`src/rtl/beagleg_pkg.sv`:
```
// Shared types for the BeagleG record path: serializer FSM states, byte type,
// and the byte-index width helper.
package beagleg_pkg;

  typedef logic [7:0] byte_t;

  typedef enum logic [1:0] {
    IDLE = 2'd0,
    SEND = 2'd1,
    CSUM = 2'd2
  } ser_state_e;

  // Index counter wide enough to hold 0..n (n = bytes per record).
  function automatic int idx_width(input int n);
    return $clog2(n + 1);
  endfunction

endpackage

```
`src/rtl/record_hold_reg.sv`:
```
// Single-slot holding register with ready/valid on both sides. Both the
// upstream ready and the downstream valid come straight from flops.
module record_hold_reg #(
  parameter int WIDTH = 128
) (
  input  logic             clk,
  input  logic             rst,
  input  logic [WIDTH-1:0] in_data,
  input  logic             in_valid,
  output logic             in_ready,
  output logic [WIDTH-1:0] out_data,
  output logic             out_valid,
  input  logic             out_ready
);

  logic full_p0;

  assign out_valid = full_p0;

  always_ff @(posedge clk or posedge rst) begin
    if (rst) begin
      full_p0  <= 1'b0;
      in_ready <= 1'b1;
    end else if (in_valid && in_ready) begin
      full_p0  <= 1'b1;
      in_ready <= 1'b0;
    end else if (out_valid && out_ready) begin
      full_p0  <= 1'b0;
      in_ready <= 1'b1;
    end
  end

  always_ff @(posedge clk) begin
    if (in_valid && in_ready)
      out_data <= in_data;
  end

endmodule

```
`src/rtl/record_serializer.sv`:
```
// Wide record in, ready/valid byte stream out, double-buffered for gapless frames.
// Define RECORD_SERIALIZER_CHECKSUM_EN to append a two's-complement checksum byte.
module record_serializer
  import beagleg_pkg::*;
#(
  parameter int RECORD_SIZE_BYTES = 16,
  parameter int COUNT_WIDTH       = 16
) (
  input  logic                           clk,
  input  logic                           rst,
  input  logic [RECORD_SIZE_BYTES*8-1:0] in_record,
  input  logic                           in_valid,
  output logic                           in_ready,
  output logic [7:0]                     out_byte,
  output logic                           out_valid,
  input  logic                           out_ready,
  output logic                           busy,
  output logic [COUNT_WIDTH-1:0]         records_sent
);

  localparam int RW = RECORD_SIZE_BYTES * 8;
  localparam int IW = idx_width(RECORD_SIZE_BYTES);
  localparam logic [IW-1:0] LAST_IDX = IW'(RECORD_SIZE_BYTES - 1);

  ser_state_e    state;
  logic [IW-1:0] idx_p0;
  logic [RW-1:0] shift_p0;
  logic [RW-1:0] shift_nxt;
  logic [RW-1:0] hold_data;
  logic [RW-1:0] load_data;
  logic          hold_full;
  logic          xfer;
  logic          last_data;
  logic          frame_done;
  logic          can_load;
  logic          load_now;

`ifdef RECORD_SERIALIZER_CHECKSUM_EN
  byte_t sum_p0;

  function automatic byte_t csum_byte(input byte_t sum, input byte_t last);
    return byte_t'(8'd0 - (sum + last));
  endfunction
`endif

  assign xfer      = out_valid && out_ready;
  assign last_data = (state == SEND) && (idx_p0 == LAST_IDX);
`ifdef RECORD_SERIALIZER_CHECKSUM_EN
  assign frame_done = xfer && (state == CSUM);
`else
  assign frame_done = xfer && last_data;
`endif

  // A new frame starts when idle or on the closing byte transfer; a held
  // record takes priority, otherwise an incoming one bypasses the hold.
  assign can_load  = (state == IDLE) || frame_done;
  assign load_now  = can_load && (hold_full || in_valid);
  assign load_data = hold_full ? hold_data : in_record;
  assign shift_nxt = shift_p0 >> 8;
  assign busy      = hold_full || (state != IDLE);

  record_hold_reg #(
    .WIDTH (RW)
  ) u_hold (
    .clk       (clk),
    .rst       (rst),
    .in_data   (in_record),
    .in_valid  (in_valid && !can_load),
    .in_ready  (in_ready),
    .out_data  (hold_data),
    .out_valid (hold_full),
    .out_ready (can_load)
  );

  // Stage p0: active record shift register and running sum
  always_ff @(posedge clk) begin
    if (load_now)
      shift_p0 <= load_data;
    else if (xfer && (state == SEND))
      shift_p0 <= shift_nxt;
  end

`ifdef RECORD_SERIALIZER_CHECKSUM_EN
  always_ff @(posedge clk) begin
    if (load_now)
      sum_p0 <= '0;
    else if (xfer && (state == SEND))
      sum_p0 <= sum_p0 + out_byte;
  end
`endif

  always_ff @(posedge clk or posedge rst) begin
    if (rst) begin
      state        <= IDLE;
      idx_p0       <= '0;
      out_valid    <= 1'b0;
      out_byte     <= '0;
      records_sent <= '0;
    end else begin
      if (frame_done)
        records_sent <= records_sent + 1'b1;

      if (load_now) begin
        state     <= SEND;
        idx_p0    <= '0;
        out_valid <= 1'b1;
        out_byte  <= load_data[7:0];
      end else if (xfer) begin
        if (state == SEND && !last_data) begin
          idx_p0   <= idx_p0 + IW'(1);
          out_byte <= shift_nxt[7:0];
        end
`ifdef RECORD_SERIALIZER_CHECKSUM_EN
        else if (state == SEND) begin
          state    <= CSUM;
          out_byte <= csum_byte(sum_p0, out_byte);
        end
`endif
        else begin
          state     <= IDLE;
          out_valid <= 1'b0;
        end
      end
    end
  end

endmodule

```
`config.mk`:
```
export PLATFORM = sky130hd
export DESIGN_NAME = record_serializer
export DESIGN_NICKNAME = d
export VERILOG_FILES = /design/src/rtl/beagleg_pkg.sv /design/src/rtl/record_hold_reg.sv /design/src/rtl/record_serializer.sv
export SDC_FILE = /design/constraint.sdc
export NUM_CORES = 1
export LEC_CHECK = 0
export CORE_ASPECT_RATIO = 0.9
export CORE_MARGIN = 5
export CORE_UTILIZATION = 45
export CTS_BUF_LIST = sky130_fd_sc_hd__clkbuf_16
export DETAILED_ROUTE_END_ITERATION = 8
export GPL_TIMING_DRIVEN = 0
export PLACE_DENSITY = 0.68
export SLEW_MARGIN = 20
export SYNTH_ARGS = -nofsm -noshare
export SYNTH_HDL_FRONTEND = slang
export SYNTH_SLANG_ARGS = --single-unit
```
`constraint.sdc`:
```
create_clock -name clk -period 7.9 [get_ports clk]
set_input_delay 1.185 -clock clk [delete_from_list [all_inputs] [get_ports clk]]
set_output_delay 1.185 -clock clk [all_outputs]
set_load 0.02 [all_outputs]
```
[After elaboration in Yosys (flattened, before gate mapping)]
Cells that the tools add are included.
Word-level totals
  bits in read-only memories: 0
  output and inout bits: 27
  memory bits (writable): 0
  bits in latches: 0
  memories: 0
  bits in registers: 290
  bits of input ports: 132
Cells by class
  $add $sub $neg: 2
  bitwise gates (word level): 0
  reductions and logical operators: 22
  order comparisons: 0
  shifts and indexed selects: 0
  multiplexer cells: 19
  equality and inequality tests: 3
  $mul: 0
  divide/modulo/power cells: 0
Operator list (count)
  $mux 128: 3
  $mux 8: 3
  $add 16x1->16 const B: 1
  $mux 5: 3
  $reduce_bool 2->1: 5
  $logic_and 1x1->1: 9
  $mux 1: 7
  $mux 2: 3
  $add 5x1->5 const B: 1
  $eq 5x4->1 const B: 1
  $reduce_and 2->1: 2
  $logic_or 1x1->1: 3
  $eq 2x1->1 const B: 1
  $logic_not 1->1: 2
  $logic_not 2->1: 1
  $ne 2x2->1 const B: 1

[Depth between registers and ports, before layout]
  depth after elaboration: 8
  depth in mapped cells: 10

[By module]
A second synthesis with hierarchy kept.
Unflattened totals
  cells, all modules: 774
  area, all modules: 11400.9 µm²
Modules (own cells, without submodules)
  record_serializer: instances 1, cells an instance 638, area an instance 7468.4 µm²
  record_hold_reg: instances 1, cells an instance 136, area an instance 3932.5 µm²

[Worst setup path after synthesis]
OpenSTA, ideal clock, no wires.
  kind: in2reg
  start point: in out_ready
  end point: reg u_hold.out_data[0], enable pin
  library setup time: 503 ps
  slack: 2944 ps
  arrival time: 4453 ps
  data required time: 7397 ps
  cell stages on the path: 2
  path through: a21boi_0 -> and3_1
On the way
  word-level cells in the longest chain between the ends: 6
Ends and longest elaborated chain
  from (decl): line record_serializer.sv:16  | input logic out_ready,
  $logic_and 1x1->1: line record_serializer.sv:46  | assign xfer = out_valid && out_ready;
  $logic_and 1x1->1: line record_serializer.sv:51  | assign frame_done = xfer && last_data;
  $logic_or 1x1->1: line record_serializer.sv:56  | assign can_load = (state == IDLE) || frame_done;
  $logic_not 1->1: line record_serializer.sv:68  | .in_valid (in_valid && !can_load),
  $logic_and 1x1->1: line record_serializer.sv:68
  $logic_and 1x1->1: line record_hold_reg.sv:34  | if (in_valid && in_ready)
  to (signal assigned): line record_hold_reg.sv:35  | out_data <= in_data;
  to (decl): line record_hold_reg.sv:11  | output logic [WIDTH-1:0] out_data,
Every way passes these cells.
A chain may end at the register's enable or synchronous reset.

[Worst setup path in the final report]
  start point: reg u_hold.full_p0, in the netlist u_hold.out_valid
  end point: out busy
On the way
  word-level cells in the longest chain between the ends: 1
Ends and longest elaborated chain
  from (decl): line record_hold_reg.sv:16  | logic full_p0;
  from (signal assigned): line record_hold_reg.sv:22  | full_p0 <= 1'b0;
  from (signal assigned): line record_hold_reg.sv:25  | full_p0 <= 1'b1;
  from (signal assigned): line record_hold_reg.sv:28  | full_p0 <= 1'b0;
  $logic_or 1x1->1: line record_serializer.sv:60  | assign busy = hold_full || (state != IDLE);
  to (decl): line record_serializer.sv:17  | output logic busy,
Every way passes these cells.

==> metrics list <==
* Post-Synthesis Cell Area: 11500 um2
- Post-CTS timing repair inserted 0 buffers for setup.
- Clock skew on the completed layout was measured at 0.00849 ns.
- Once detail routing completed, the nets flagged for antenna violations numbered 0.
- Largest stage delay on the critical path: 0.59 ns
- The final layout contains 1109 nets.
- Total met2 wirelength after detailed routing: 11300 um
- STA puts the critical path data arrival time at 2.40 ns.
- The region available for standard cell placement spans 25200 um2.
- Clock tree synthesis selected as its root buffer the cell sky130_fd_sc_hd__clkbuf_16.
- Number of placed instances with taps included: 1284
- Number of buffers inserted during clock tree synthesis: 30
- Global-route total usage across every layer: 16.4%
- Storage cell area: 8250 um2
- In the synthesized netlist, the cells that appear most often are 248 x sky130_fd_sc_hd__edfxtp_1, 129 x sky130_fd_sc_hd__mux2i_1, 123 x sky130_fd_sc_hd__nand2_1, 87 x sky130_fd_sc_hd__o21ai_0, 31 x sky130_fd_sc_hd__dfrtp_1.
* Largest net degree at the start of global routing: 58
- Combinational cells account for 9.0% of the total power.
* Combined area of the multi-input logic cells: 2920 um2
- Fill cells in the final layout number 2073.
- Vias per inst: 5.12
- For this run, design rule violations remaining after detail routing come to 0.
- The worst register-to-register path begins at idx_p0[0]$_DFFE_PP0P_.
- The total overflow left after global routing is 0.
- Number of iterations in the first detailed-routing pass: 5
* Top-level I/O count: 159
* Crit end category: primary output
- Number of endpoints with negative hold slack in the final report: 0
- Placer congestion estimate: 0.777
- After clock tree synthesis, the clock-pin slew on the worst setup and hold paths is 0.06 ns.
- Once detailed placement completed, the half-perimeter wirelength came to 16600 um.
- Count of vias placed by the detailed router: 6862
- In this run, the number of DRC markers left after iteration 0 of detailed routing was 494.
* Mux share of post-synthesis cell area: 11.3%
- Start point of the worst hold path: shift_p0[8]$_DFFE_PP_
- WHS: 0.485 ns
- Yosys mapped the design onto 33 distinct sky130hd cell types.
- After synthesis, the cell types taking the most area are sky130_fd_sc_hd__edfxtp_1 65%, sky130_fd_sc_hd__mux2i_1 11%, sky130_fd_sc_hd__dfrtp_1 6.8%, sky130_fd_sc_hd__nand2_1 4.0%, sky130_fd_sc_hd__o21ai_0 3.8%.
- Final core utilization: 58.1%
- After Yosys synthesis, XOR and XNOR cells account for 1.37% of the synthesized area.
- Maximum root-to-sink buffer count: 3
- Critical path start-end classification: reg2out
* Switching component of the power: 0.766 mW
* Via count of the first global-routing pass: 7067
- The synthesized netlist devotes 6.19% of its cell area to compound gates.
* Sequential Power Share: 50.4%
* Share of synthesized cell area in full adder, half adder and majority cells: 0.327%
- TritonCTS clock tree: done
* Synth Register Bits: 280
- The detailed router put a total of 11200 um of wire on met1.
- In this run, post-CTS repair resized a total of 0 instances.
- Max_cap viols: 0
* Crit path max-delay cell type: sky130_fd_sc_hd__clkdlybuf4s50_1
* Area grow syn2layout: 27.4%
* EDFF count, synth: 248
* Clock period minus final worst setup slack: 3.59 ns
- Walking the worst path, the cells encountered are buf_2 > buf_4 > buf_2 > or2_2 > clkdlybuf4s50_1.
- From bottom edge to top edge, the die measures 162 um.
* Drt wl/cell: 18.1 um
- Routed wire length: 24300 um
* Cell accounting for the most synthesized area: sky130_fd_sc_hd__edfxtp_1
* Top-count cell post-synth: sky130_fd_sc_hd__edfxtp_1
* Number of warning messages in the yosys log: 0
- Power spread over the standard cell area amounts to 241 nW/um2.
- Counting stages on the worst path, the most repeated cell is sky130_fd_sc_hd__buf_2.
* Clock share of power: 40.6%
- The floorplan step set the die width to 178 um.
- Maximum resistive drop on vdd: 150 uV
* Area enclosed by the die boundary: 28800 um2
- The final number of max-transition violations is 0.
- Static power due to leakage: 5.20 nW
- Outcome: completed
- Number of non-filler instances in the completed layout: 1340
- In this run the top signal layer used is met4.
* Cts-stage hold buffer count: 0
- Internal power comes to 2.76 mW.
* RSZ-0062 raised after global routing: no
* Slew @ Worst Pin: 0.688 ns
- Clock sink count: 280
* Final setup fails: 0
- Highest achievable clock rate: 279 MHz
- Worst-case setup slack after placement: 4.44 ns
* Data required time of the critical path: 6.71 ns
- Critical path startpoint: u_hold.out_valid$_DFFE_PP0P_
- Fraction of layout cells with a size suffix above 1: 10.0%
- Number of input and output port buffers inserted: 158
- Number of cells produced by synthesis: 780
- Top_reg_cell synth: sky130_fd_sc_hd__edfxtp_1
* Area share of the leading cell type in the synthesized netlist: 64.8%
- The number of nets handed over by synthesis was 915.
- Sequential-to-total area share from yosys stat: 71.8%
- Final clock period utilization by the worst path: 45.4%
- First-pass GRT wire length: 37800 um
* Routed wl met3: 1250 um
- For this run, asynchronously set or reset flops after synthesis account for 11.4%.
* Final worst slack: 4.31 ns
- Main combinational cell family by area after synthesis: multiplexers
* Share of synthesized cell area in and, or, nand and nor gates: 6.07%
* Critical Path Source Type: flop
- Once the floorplan was initialized, standard cells occupied 45.6% of the core.
- H-tree level count: 1
- Mean cell area of the mapped netlist: 14.7 um2
- In this run the worst path has a maximum fanout of 10.
- Clock insertion delay at the later pin of the skew report: 0.54 ns
* Max-Slew Margin vs Limit: 54.1%
- Net switching is 21.7% of the power.
* Antenna violations before repair: 1
* Fin Setup TNS: 0 ns
- Placement row count: 55
* Min-delay worst type: reg2reg
worst max-delay path, delay by kind of cell (launching register included):
| family | cells | cell delay [ns] |
|---|---|---|
| flops | 1 | 0.31 |
| simple gates | 1 | 0.18 |
| buf+inv | 4 | 1.38 |
sequential cells by signal (all words and copies together) (netlist names):
register / count
idx_p0: 5
out_byte: 8
out_valid: 1
records_sent: 16
shift_p0: 120
u_hold.in_ready: 1
u_hold.out_data: 128
u_hold.out_valid: 1
power groups by stage:
stage / clock (mW) / combinational (mW) / sequential, mW
floorplan: 0 / 0.147 / 1.82
global route: 1.53 / 0.356 / 1.78
detailed placement: 0 / 0.322 / 1.81
CTS: 1.47 / 0.324 / 1.78
global placement: 0 / 0.309 / 1.81
finish: 1.43 / 0.318 / 1.78
cell families (layout without fill, tap and decap cells):
kind of cell / after synthesis / after routing
AOI/OAI and AO/OA: 130 / 130
xor gates and xnor gates: 18 / 18
adders and majority gates: 3 / 3
buffers and inverters: 49 / 266
DFF: 280 / 280
muxes: 130 / 130
other: 0 / 1
and+or+nand+nor: 170 / 170
cells in the final DEF (no fill, tap or decap), types with 3 or more instances in the layout:
| cell | Yosys | final |
|---|---|---|
| sky130_fd_sc_hd__edfxtp_1 | 248 | 248 |
| sky130_fd_sc_hd__clkdlybuf4s50_1 | 0 | 158 |
| sky130_fd_sc_hd__mux2i_1 | 129 | 129 |
| sky130_fd_sc_hd__nand2_1 | 123 | 122 |
| sky130_fd_sc_hd__o21ai_0 | 87 | 87 |
| sky130_fd_sc_hd__clkbuf_16 | 0 | 31 |
| sky130_fd_sc_hd__dfrtp_1 | 31 | 31 |
| sky130_fd_sc_hd__o21ai_1 | 25 | 25 |
| sky130_fd_sc_hd__nor2_1 | 23 | 23 |
| sky130_fd_sc_hd__buf_2 | 17 | 17 |
| sky130_fd_sc_hd__xnor2_1 | 13 | 13 |
| sky130_fd_sc_hd__buf_6 | 13 | 13 |
| sky130_fd_sc_hd__clkinv_2 | 0 | 10 |
| sky130_fd_sc_hd__buf_4 | 7 | 7 |
| sky130_fd_sc_hd__and3_1 | 7 | 6 |
| sky130_fd_sc_hd__a21oi_1 | 6 | 6 |
| sky130_fd_sc_hd__clkbuf_1 | 6 | 6 |
| sky130_fd_sc_hd__clkinv_1 | 0 | 6 |
| sky130_fd_sc_hd__nand4_1 | 5 | 5 |
| sky130_fd_sc_hd__xor2_1 | 5 | 5 |
| sky130_fd_sc_hd__a221o_1 | 5 | 5 |
| sky130_fd_sc_hd__bufinv_16 | 0 | 5 |
| sky130_fd_sc_hd__nand3_1 | 4 | 4 |
| sky130_fd_sc_hd__a211oi_1 | 4 | 4 |
| sky130_fd_sc_hd__clkbuf_2 | 4 | 4 |
| sky130_fd_sc_hd__buf_16 | 0 | 4 |
| sky130_fd_sc_hd__nor2b_1 | 3 | 3 |
| sky130_fd_sc_hd__inv_1 | 2 | 3 |
| sky130_fd_sc_hd__ha_1 | 3 | 3 |
metal layers:
| layer | up-vias | global-route usage [%] |
|---|---|---|
| li1 | 3294 | - |
| met1 | 3357 | 24.1 |
| met2 | 174 | 25.5 |
| met3 | 37 | 3.02 |
| met4 | 0 | 4.29 |
| met5 | - | 0 |
stage by stage:
step	instance area (um2)	power, mW
2_1_floorplan	11500	1.96
3_3_place_gp	13500	2.12
3_5_place_dp	13600	2.13
4_1_cts	14600	3.57
5_1_grt	14600	3.67
6_report	14600	3.53
final timing paths:
check                                               endpoint  slack, ns  cells past startpoint
worst max-delay path                                    busy       4.31                      5
worst min-delay path                 out_byte[0]$_DFFE_PP0P_       0.48                      1
worst max register to register        shift_p0[75]$_DFFE_PP_       5.09                     10
worst min register to register       out_byte[0]$_DFFE_PP0P_       0.48                      1
max in group asynchronous       u_hold.out_valid$_DFFE_PP0P_       6.37                      2
min in group asynchronous            out_byte[3]$_DFFE_PP0P_       1.08                      2
layout make-up:
cell class                 count  area share, %
antenna                        1         0.0171
buffer                        47           2.23
clock buffer                  31           5.30
clock inverter                24           1.63
inverter                       2         0.0513
multi-input combinational    451           19.9
sequential                   280           56.4
tap                          342           2.92
timing repair buffer         162           11.6
(Power assumes the default switching activity.)
